===== src/rtl/axi_pkg.sv =====
// Shared AXI definitions for the read-path arbiter: response codes, arbiter
// state encoding and the default burst-length width.
package axi_pkg;

    localparam int AXI_LEN_W = 8;

    typedef enum logic [1:0] {
        AXI_RESP_OKAY   = 2'b00,
        AXI_RESP_EXOKAY = 2'b01,
        AXI_RESP_SLVERR = 2'b10,
        AXI_RESP_DECERR = 2'b11
    } axi_mst_resp_t;

    typedef enum logic [2:0] {
        ARB_IDLE = 3'b001,
        ARB_AR   = 3'b010,
        ARB_R    = 3'b100
    } arb_state_t;

endpackage


===== src/rtl/axi_rr_picker.sv =====
// Combinational round-robin picker: the first requester found searching
// upward from ptr+1 (modulo N) wins.
module axi_rr_picker #(
    parameter int N     = 2,
    parameter int IDX_W = (N > 1) ? $clog2(N) : 1
) (
    input  logic [N-1:0]     req,
    input  logic [IDX_W-1:0] ptr,
    output logic [IDX_W-1:0] gnt_idx,
    output logic             gnt_vld
);

    logic [IDX_W-1:0] idx;

    // Scan from the farthest slot down so the slot nearest ptr+1 is written last and wins.
    always_comb begin
        gnt_idx = '0;
        gnt_vld = 1'b0;
        idx     = '0;
        for (int i = N; i >= 1; i--) begin
            idx = IDX_W'((int'(ptr) + i) % N);
            if (req[idx]) begin
                gnt_vld = 1'b1;
                gnt_idx = idx;
            end
        end
    end

endmodule


===== src/rtl/axi_rd_arbiter_n.sv =====
// N-master AXI read-channel arbiter: round-robin grant held for one whole
// AR+R burst, with an rlast-versus-arlen beat check.
module axi_rd_arbiter_n
    import axi_pkg::*;
#(
    parameter int NUM_MST = 2,
    parameter int ADDR_W  = 32,
    parameter int DATA_W  = 64,
    parameter int LEN_W   = AXI_LEN_W
) (
    input  logic                      clk_i,
    input  logic                      rst_i,
    input  logic [NUM_MST-1:0]        s_ar_valid_i,
    input  logic [NUM_MST*ADDR_W-1:0] s_ar_addr_i,
    input  logic [NUM_MST*LEN_W-1:0]  s_ar_len_i,
    output logic [NUM_MST-1:0]        s_ar_ready_o,
    output logic [NUM_MST-1:0]        s_r_valid_o,
    output logic [DATA_W-1:0]         s_r_data_o,
    output axi_mst_resp_t             s_r_resp_o,
    output logic                      s_r_last_o,
    input  logic [NUM_MST-1:0]        s_r_ready_i,
    output logic                      m_ar_valid_o,
    output logic [ADDR_W-1:0]         m_ar_addr_o,
    output logic [LEN_W-1:0]          m_ar_len_o,
    input  logic                      m_ar_ready_i,
    input  logic                      m_r_valid_i,
    input  logic [DATA_W-1:0]         m_r_data_i,
    input  axi_mst_resp_t             m_r_resp_i,
    input  logic                      m_r_last_i,
    output logic                      m_r_ready_o,
    output logic                      busy_o,
    output logic                      len_err_o
);

    localparam int IDX_W = (NUM_MST > 1) ? $clog2(NUM_MST) : 1;

    arb_state_t       state_q, state_d;
    logic [IDX_W-1:0] grant_q, ptr_q, pick_idx;
    logic             pick_vld;
    logic [LEN_W-1:0] len_q;
    logic [LEN_W:0]   beat_cnt_q;
    logic             r_hs, beat_at_len;

    axi_rr_picker #(.N(NUM_MST), .IDX_W(IDX_W)) u_picker (
        .req     (s_ar_valid_i),
        .ptr     (ptr_q),
        .gnt_idx (pick_idx),
        .gnt_vld (pick_vld)
    );

    assign r_hs        = (state_q == ARB_R) && m_r_valid_i && s_r_ready_i[grant_q];
    assign beat_at_len = (beat_cnt_q == {1'b0, len_q});
    assign busy_o      = (state_q != ARB_IDLE);

    // Reset leaves ptr on the last master so master 0 is the first winner.
    always_ff @(posedge clk_i) begin
        if (!rst_i) begin
            state_q    <= ARB_IDLE;
            ptr_q      <= IDX_W'(NUM_MST - 1);
            grant_q    <= '0;
            len_q      <= '0;
            beat_cnt_q <= '0;
        end else begin
            state_q <= state_d;
            if (state_q == ARB_IDLE && pick_vld) begin
                grant_q    <= pick_idx;
                len_q      <= s_ar_len_i[int'(pick_idx)*LEN_W +: LEN_W];
                beat_cnt_q <= '0;
            end
            if (r_hs) begin
                beat_cnt_q <= beat_cnt_q + 1'b1;
                if (m_r_last_i) begin
                    ptr_q <= grant_q;
                end
            end
        end
    end

    // Only the granted master sees the channel, and only in the matching state.
    always_comb begin
        state_d      = state_q;
        s_ar_ready_o = '0;
        s_r_valid_o  = '0;
        s_r_data_o   = '0;
        s_r_resp_o   = AXI_RESP_OKAY;
        s_r_last_o   = 1'b0;
        m_ar_valid_o = 1'b0;
        m_ar_addr_o  = '0;
        m_ar_len_o   = '0;
        m_r_ready_o  = 1'b0;
        len_err_o    = 1'b0;
        case (state_q)
            ARB_IDLE: begin
                if (pick_vld) begin
                    state_d = ARB_AR;
                end
            end
            ARB_AR: begin
                m_ar_valid_o          = s_ar_valid_i[grant_q];
                m_ar_addr_o           = s_ar_addr_i[int'(grant_q)*ADDR_W +: ADDR_W];
                m_ar_len_o            = s_ar_len_i[int'(grant_q)*LEN_W +: LEN_W];
                s_ar_ready_o[grant_q] = m_ar_ready_i;
                if (s_ar_valid_i[grant_q] && m_ar_ready_i) begin
                    state_d = ARB_R;
                end
            end
            ARB_R: begin
                s_r_valid_o[grant_q] = m_r_valid_i;
                s_r_data_o           = m_r_data_i;
                s_r_resp_o           = m_r_resp_i;
                s_r_last_o           = m_r_last_i;
                m_r_ready_o          = s_r_ready_i[grant_q];
                // A beat past the granted length without rlast keeps us in R until rlast.
                if (r_hs) begin
                    if (m_r_last_i) begin
                        state_d   = ARB_IDLE;
                        len_err_o = !beat_at_len;
                    end else begin
                        len_err_o = beat_at_len;
                    end
                end
            end
            default: state_d = ARB_IDLE;
        endcase
    end

endmodule


===== config.mk =====
export PLATFORM = sky130hd
export DESIGN_NAME = axi_rd_arbiter_n
export DESIGN_NICKNAME = d
export VERILOG_FILES = /design/src/rtl/axi_pkg.sv /design/src/rtl/axi_rr_picker.sv /design/src/rtl/axi_rd_arbiter_n.sv
export SDC_FILE = /design/constraint.sdc
export NUM_CORES = 1
export LEC_CHECK = 0
export BUFFER_PORTS_ARGS = -buffer_cell sky130_fd_sc_hd__clkbuf_2
export CAP_MARGIN = 20
export CORE_AREA = 2 2 103 105
export DETAILED_ROUTE_END_ITERATION = 16
export DIE_AREA = 0 0 105 107
export SETUP_SLACK_MARGIN = 0.02
export SYNTH_ARGS = -nofsm -noshare
export SYNTH_HDL_FRONTEND = slang
export SYNTH_SLANG_ARGS = --single-unit

===== constraint.sdc =====
create_clock -name clk_i -period 2.72 [get_ports clk_i]
set_input_delay 0.136 -clock clk_i [delete_from_list [all_inputs] [get_ports clk_i]]
set_output_delay 0.136 -clock clk_i [all_outputs]
set_load 0.02 [all_outputs]

**Word level (Yosys, flattened, before mapping)**

Index checks and enable logic that the tools add are counted.

- Register bits: 22
- Logic and storage cells: 68

- Add/sub/neg operators: 3
- Magnitude comparators: 4
- Eq/ne operators: 9
- Shift operators: 3
- Muxes and demuxes: 33
- Bitwise logic cells: 2
- Reduce and logical (&&, ||, !) cells: 9

Operators with widths:

| operator | number |
|---|---|
| $mux W64 | 1 |
| $shiftx A64 B7 Y32 | 1 |
| $mux W32 | 1 |
| $shiftx A16 B5 Y8 | 2 |
| $mux W1 | 19 |
| $mux W9 | 2 |
| $mux W3 | 4 |
| $add A9 B1 Y9 const B | 1 |
| $eq A9 B8 Y1 | 1 |
| $pmux W3 S3 | 1 |
| $mux W8 | 1 |
| $ne A2 B2 Y1 const B | 4 |
| $lt A1 B2 Y1 const B | 3 |
| $mux W2 | 3 |
| $logic_and A1 B1 Y1 | 5 |
| $and A2 B2 Y2 | 2 |
| $reduce_and A4 Y1 | 1 |
| $eq A3 B1 Y1 const B | 1 |
| $eq A3 B2 Y1 const B | 1 |
| $eq A3 B3 Y1 const B | 1 |
| $ne A3 B1 Y1 const B | 1 |
| $add A1 B1 Y1 const B | 2 |
| $reduce_and A2 Y1 | 1 |
| $reduce_bool A2 Y1 | 1 |
| 3 further kinds | 3 |

**Longest topological paths before layout**

Gate-level depths: netlist of run 1.

- Depth after elaboration: 8
- Depth in mapped cells: 6

**Cells and area by module**

Synthesis of run 1 repeated with hierarchy kept, for this count alone.

- Cell total of the unflattened synthesis: 307
- Area, all modules: 2303.5 um^2

Modules (own cells, without submodules):

| module | times used | cells each | area an instance (um^2) | sequential area each (um^2) |
|---|---|---|---|---|
| axi_rd_arbiter_n | 1 | 305 | 2289.7 | 440.4 |
| axi_rr_picker | 1 | 2 | 13.8 | 0.0 |

**Least setup slack after synthesis of run 1**

Ideal clock, no wire load.

- Path kind: register -> output
- Start point: reg state_q[1]
- End point: out len_err_o
- Arrival time: 1.430 ns
- Data required time: 2.584 ns
- Setup slack: 1.154 ns
- Cell stages (with the launch flop): 7
- Path buffers: 2
- Cell sequence: dfxtp_1 > and4bb_1 > buf_4 > and2_1 > buf_4 > nand2b_1 > mux2i_1

- Longest elaborated chain between the ends: 5

RTL lines:

| item | RTL line | RTL |
|---|---|---|
| from (decl) | axi_rd_arbiter_n.sv:37 | `arb_state_t state_q, state_d;` |
| from (signal assigned) | axi_rd_arbiter_n.sv:64 | `state_q <= state_d;` |
| $eq A3 B3 Y1 (*) | axi_rd_arbiter_n.sv:51, axi_rd_arbiter_n.sv:92 |  |
| $logic_and A1 B1 Y1 (2 in a row) | axi_rd_arbiter_n.sv:51 | `assign r_hs = (state_q == ARB_R) && m_r_valid_i && s_r_ready_i[grant_q];` |
| $mux W1 | axi_rd_arbiter_n.sv:114 | `if (r_hs) begin` |
| $mux W1 (*) | axi_rd_arbiter_n.sv:92 | `case (state_q)` |
| to (decl) | axi_rd_arbiter_n.sv:32 | `output logic len_err_o` |

Mark *: on every way between the ends. The rest lies on a longest branch, timed or not.

**Worst setup path in the final report of run 1**

- Start point: reg state_q[2]
- End point: out s_r_data_o[31]

- Longest elaborated chain between the ends: 2

RTL lines:

| item | RTL line | RTL |
|---|---|---|
| $eq A3 B3 Y1 | axi_rd_arbiter_n.sv:92 |  |
| $mux W64 | axi_rd_arbiter_n.sv:92 |  |
| to (decl) | axi_rd_arbiter_n.sv:18 | `output logic [DATA_W-1:0] s_r_data_o,` |

Every way passes these cells.

==> key figures, run 1 <==
Worst setup path
  • Startpoint types: register
  • Worst R2R End: beat_cnt_q[4]
  • Arr. time, crit path: 2020 ps
  • Critical path type: register to output pin
  • Buf/Inv on CP: 2
  • Worst path slowest cell: nor3b_4
  • WP depth: 4
  • Data required, critical path: approximately 2600 ps
  • CP top delay family: simple AND/OR/NAND/NOR gates
  • Worst setup EP type: output pin
  • Slack of the worst reg-to-reg path: 990 ps
  • CP endpoint: s_r_data_o[31]
  • Peak fanout along the critical path: 47
  • FF-to-FF path depth: 4
  • FF-to-FF Start: state_q[1]
  • Max incr delay on CP: 690 ps
  • CP cell instances: nor3b_4, buf_12, and2_1, clkbuf_2
  • CP startpoint: state_q[2]

Routing
  • Drt pass-1 iters: 6
  • Drt wl/cell: 13.6 um
  • Routed Antenna Nets: 0
  • Avg Vias per Cell: between 4 and 5
  • Via count: 3,055
  • WL final: 9.45 mm
  • DRC viols: 0
  • Initial DRC Count: about 130

CTS
  • # hold bufs at CTS: 0
  • Post-CTS sizing: 0
  • H-tree depth: 1
  • CTS tree: done
  • Cts bufs inserted: 3
  • Clk root buf: clkbuf_8
  • Clk_lat worst skew: 270 ps
  • # Post-CTS Setup Buffers: 0
  • Clock Path Buffers: 2
  • Clock sinks: 22
  • Reg clk slew, reported paths: 80 ps

Place
  • GP Congestion: 0.743
  • Dpl hpwl: 8.16 mm
  • Place WS: 845 ps
  • Count of input and output buffers: 269

Final layout
  • Share of layout cells above drive strength 1: 0.510
  • Nets: 716
  • Synth-to-layout area growth: 66.6%
  • Area of the multi-input gates: between 1500 and 2000 um2
  • Reg area: 442 um2
  • # diodes: 0
  • Fillers: 1,061

Power and ir drop
  • Sw frac: 0.321
  • Reg power frac: 0.338
  • P_int: around 0.00074 W
  • NetSw: roughly 0.00035 W
  • VDD IR max: roughly 190 uV
  • Pwr per Cell Area: 285 nW/um2
  • Clock share of power: 0.284
  • Static leakage: 2.04 nW
  • Logic pwr share: 0.378

STA
  • Fin. max-slew vios: 0
  • Minimum clock period after layout: 2160 ps
  • Final period util: 0.792
  • Setup TNS: 0 ps
  • Relative slew slack: 0.499
  • Max Clk Rate: 0.464 GHz
  • Endpoints failing hold: 0
  • Worst setup margin: about 560 ps
  • Worst Skew: 4.48 ps
  • RSZ-0062 raised after global routing: no
  • # setup viols final: 0
  • Worst-Margin Slew: 750 ps

Synthesis
  • Synth Warn #: 0
  • Syn_nets: approximately 460
  • Seq/Total Area, Yosys: 0.192
  • Ys flop type: dfxtp_1
  • Number of synthesized register bits: 22
  • EDFF count, synth: 0
  • Share of the synthesized area in the top cell type: 0.222
  • Post-synth top cells: and2_1 (70), nor2_1 (56), mux2i_1 (51)
  • Post-synthesis area per instance: ~7.5 um2
  • Ys async rst share: 0
  • Most frequent cell after synthesis: and2_1
  • Post-synth cell types: 47
  • Largest area contributor in the netlist: mux2i_1
  • Top cells by area in the synthesized netlist: mux2i_1 (22%), dfxtp_1 (19%), and2_1 (19%)
  • Post-synthesis cell area: 2300 um2
  • Post-Synthesis Cells: ~300

Floorplan
  • Std cell rows: 37
  • Area of the die: 11,200 um2
  • Die height: 107 um
  • Die Wd: about 110 um
  • Starting Density: 0.228
  • Core ar.: between 10,000 and 15,000 um2
  • IO Count: 270

Global route
  • Largest net degree at the start of global routing: 50
  • GRT Residual Overflow: 0
  • GRT Total Usage: 0.157
  • Vias in the first global route: 2,854
  • Initial antenna violation count: 0
  • Global-route wire length before repair: approximately 14 mm

Flow run
  • MaxCap Viol Count: 0

Hold path
  • Worst hold path type: input port to register

Run status
  • Outcome: completed
cell families after synthesis:
family                   synth area share
AND/OR/NAND/NOR                     0.394
multiplexers                        0.232
AO/OA/AOI/OAI                      0.0838
buffers and inverters              0.0517
flip-flops                          0.192
XOR/XNOR                           0.0419
adder cells (fa/ha/maj)           0.00544
sequential cells by signal (all words and copies together), names as in the netlist:
register	cells
beat_cnt_q	9
grant_q	1
len_q	8
ptr_q	1
state_q	3
power groups by stage:
stage | registers, W | clock network, W | logic [W]
after floorplan | 0.000369 | 0 | 0.000243
after global placement | 0.000375 | 0 | 0.000412
after detailed placement | 0.000377 | 0 | 0.000416
after CTS | 0.000369 | 0.000316 | 0.000418
after global routing | 0.000373 | 0.000327 | 0.000456
final | 0.000369 | 0.000310 | 0.000412
worst min-delay path by stage:
stage          cells after the start  start  endpoint  slack [ps]
2_1_floorplan                      1  rst_i     ptr_q         200
3_3_place_gp                       2  rst_i     ptr_q         390
3_5_place_dp                       2  rst_i     ptr_q         380
4_1_cts                            2  rst_i     ptr_q         100
5_1_grt                            2  rst_i     ptr_q         130
6_report                           2  rst_i     ptr_q         110
per-stage QoR:
stage               area, um2  total power (W)  cells  hold slack, ps  utilization
finish                   3830          0.00109    695             112        0.379
global route             3830          0.00116    695             132        0.379
CTS                      3830          0.00110    695             103        0.379
detailed placement       3760         0.000792    691             384        0.372
global placement         3760         0.000787    691             391        0.372
floorplan                2300         0.000612    305             198            -
area by class of cell:
cell class                 count  area share
clock inverter                 1     0.00784
tap                          136      0.0444
timing repair buffer         273       0.363
multi-input combinational    257       0.456
sequential                    22       0.115
clock buffer                   3      0.0108
inverter                       3     0.00294
cells in the final DEF (no fill, tap or decap), types with 2 or more instances in the layout:
cell / n
nor2_1: 56
and3_1: 2
clkbuf_8: 3
a21oi_1: 3
inv_1: 2
buf_4: 3
xor2_1: 3
and2_1: 70
nand3_1: 9
nand2b_1: 3
dfxtp_1: 21
mux2_2: 2
clkbuf_2: 269
a211oi_1: 9
nor2b_1: 3
nand2_1: 8
o21ai_1: 2
mux2i_1: 51
nand4_1: 2
xnor2_1: 8
per-layer routing:
metal / track usage / vias to the layer above / share of wire
li1: - / 1543 / -
met1: 0.220 / 1319 / 0.46
met2: 0.244 / 176 / 0.44
met3: 0.0195 / 17 / 0.076
met4: 0.0629 / 0 / 0.030
met5: 0 / - / 0
Note: power is estimated with default switching activity, not from simulation.
==> run 2, diff against run 1 <==
==> constraint.sdc (replaced) <==
create_clock -name clk_i -period 1.87 [get_ports clk_i]
set_input_delay 0.0935 -clock clk_i [delete_from_list [all_inputs] [get_ports clk_i]]
set_output_delay 0.0935 -clock clk_i [all_outputs]
set_load 0.02 [all_outputs]
==> run 2 against run 1 <==
Compared with the run above:
- power rose by 46%
- critical endpoint is now s_r_resp_o[0]
- routed wire length fell by 0.41%
- setup slack got worse by 420 ps
- clock power rose by 42%
- sequential share of layout area fell by 0.059 points
- clock skew barely moved
- first-iteration DRC count rose by 13%
==> key figures, run 2 (synthesized netlist as in run 1, its figures left out) <==
Run status
  • Outcome: completed

Final layout
  • Synth-to-layout area growth: 68.9%
  • Top Registers: beat_cnt_q: 9 flops, len_q: 8 flops, state_q: 3 flops
  • # diodes: 0
  • Share of layout cells above drive strength 1: 0.526
  • Nets: 720
  • Reg area: about 450 um2
  • Commonest non-fill, non-tap cells in the layout: clkbuf_2 (269), and2_1 (69), nor2_1 (56)
  • Final core utilization: 0.385
  • Most common cell after layout, fill and taps aside: clkbuf_2
  • Max reg flops: 9
  • Area of the multi-input gates: 1760 um2
  • Largest Register: beat_cnt_q
  • Fillers: between 1k and 1.5k

Worst setup path
  • Slack of the worst reg-to-reg path: 320 ps
  • Worst setup EP type: output pin
  • Peak fanout along the critical path: 36
  • Arr. time, crit path: 1630 ps
  • Startpoint types: register
  • CP cell instances: buf_4, nor3b_4, buf_4, and2_1, clkbuf_2
  • Critical path type: register to output pin
  • FF-to-FF path depth: 4
  • FF-to-FF Start: grant_q
  • Worst R2R End: beat_cnt_q[2]
  • Buf/Inv on CP: 3
  • Worst path slowest cell: dfxtp_1
  • Data required, critical path: 1780 ps
  • Max incr delay on CP: 310 ps
  • CP endpoint: s_r_resp_o[0]
  • WP depth: 5
  • CP startpoint: state_q[0]
  • Top cell by count, worst path: buf_4
  • CP top delay family: buffers and inverters

CTS
  • Reg clk slew, reported paths: 80 ps
  • Cts bufs inserted: 3
  • Clk root buf: clkbuf_8
  • H-tree depth: 1
  • Clock sinks: 22
  • CTS tree: done
  • Clk_lat worst skew: 260 ps
  • Clock Path Buffers: 2
  • # Post-CTS Setup Buffers: 0

Routing
  • Initial DRC Count: between 100 and 150
  • DRC viols: 0
  • Drt pass-1 iters: 4
  • WL final: 9.42 mm
  • Routed Antenna Nets: 0
  • Avg Vias per Cell: between 4 and 5
  • Via count: 3,062
  • Drt wl/cell: 13.5 um

Floorplan
  • Die height: 107 um
  • Area of the die: ~11,000 um2
  • IO Count: 270
  • Core ar.: 10,100 um2
  • Starting Density: 0.228
  • Std cell rows: 37
  • Die Wd: around 110 um

STA
  • Setup TNS: 0 ps
  • Minimum clock period after layout: 1720 ps
  • Fin. max-slew vios: 0
  • Final period util: 0.922
  • Relative slew slack: 0.630
  • Worst-Margin Slew: about 550 ps
  • Endpoints failing hold: 0
  • RSZ-0062 raised after global routing: no
  • Worst Skew: 4.30 ps
  • # setup viols final: 0
  • Max Clk Rate: 0.580 GHz

Place
  • Count of input and output buffers: ~270
  • Dpl hpwl: just over 8 mm
  • GP Congestion: 0.808

Global route
  • Vias in the first global route: 2,866
  • Global-route wire length before repair: 14.1 mm
  • Largest net degree at the start of global routing: 50
  • Initial antenna violation count: 0
  • GRT Residual Overflow: 0
  • GRT Total Usage: 0.153

Hold path
  • Worst hold path type: input port to register

Power and ir drop
  • Total chip power: 0.00159 W
  • Static leakage: 2.06 nW
  • VDD IR max: 351 uV
  • Pwr per Cell Area: 410 nW/um2

Flow run
  • MaxCap Viol Count: 0
[run 2: changes by cell type in the layout (fill, tap and decap cells not counted), sizes merged]
cell / change
buf: +4
[run 2: routing by layer]
| layer | vias up | GRT usage | share of wire |
|---|---|---|---|
| met1 | 1338 | 0.212 | 0.45 |
| met5 | - | 0 | 0 |
| li1 | 1548 | - | - |
| met2 | 164 | 0.246 | 0.46 |
| met4 | 0 | 0.0410 | 0.018 |
| met3 | 12 | 0.0243 | 0.074 |
[run 2: final cells by class]
type | count | area share
Tap cell | 136 | 0.0438
Inverter | 3 | 0.00290
Clock inverter | 1 | 0.00774
Timing Repair Buffer | 277 | 0.367
Sequential cell | 22 | 0.115
Multi-Input combinational cell | 257 | 0.454
Clock buffer | 3 | 0.0106
[run 2: how the worst min path moves through the flow]
stage | start | to | depth (start not counted)
final | rst_i | ptr_q | 2
after global placement | rst_i | ptr_q | 2
after detailed placement | rst_i | ptr_q | 2
after CTS | rst_i | ptr_q | 2
after floorplan | rst_i | ptr_q | 1
after global routing | rst_i | ptr_q | 2
[run 2: report_power, final]
group / leakage, nW / total, W / internal (W) / switching, W
clock network: 0.0357 / 0.000439 / 0.000286 / 0.000153
registers: 0.182 / 0.000529 / 0.000503 / 0.0000261
logic: 1.84 / 0.000625 / 0.000303 / 0.000322
total: 2.06 / 0.00159 / 0.00109 / 0.000501
[run 2: repair_timing]
| action | in CTS | in global routing |
|---|---|---|
| endpoints found under the setup margin | 1 | 41 |
| gates resized for setup | 4 | 6 |
| hold buffers | 0 | 0 |
[run 2: metrics by stage]
| step | setup WS (ps) | hold slack [ps] | area (um2) | instances |
|---|---|---|---|---|
| 5_1_grt | 20.7 | 90.0 | 3880 | 699 |
| 2_1_floorplan | 340 | 155 | 2300 | 305 |
| 4_1_cts | 34.0 | 70.7 | 3860 | 699 |
| 3_5_place_dp | 103 | 342 | 3790 | 695 |
| 3_3_place_gp | 178 | 338 | 3790 | 695 |
| 6_report | 146 | 71.9 | 3880 | 699 |
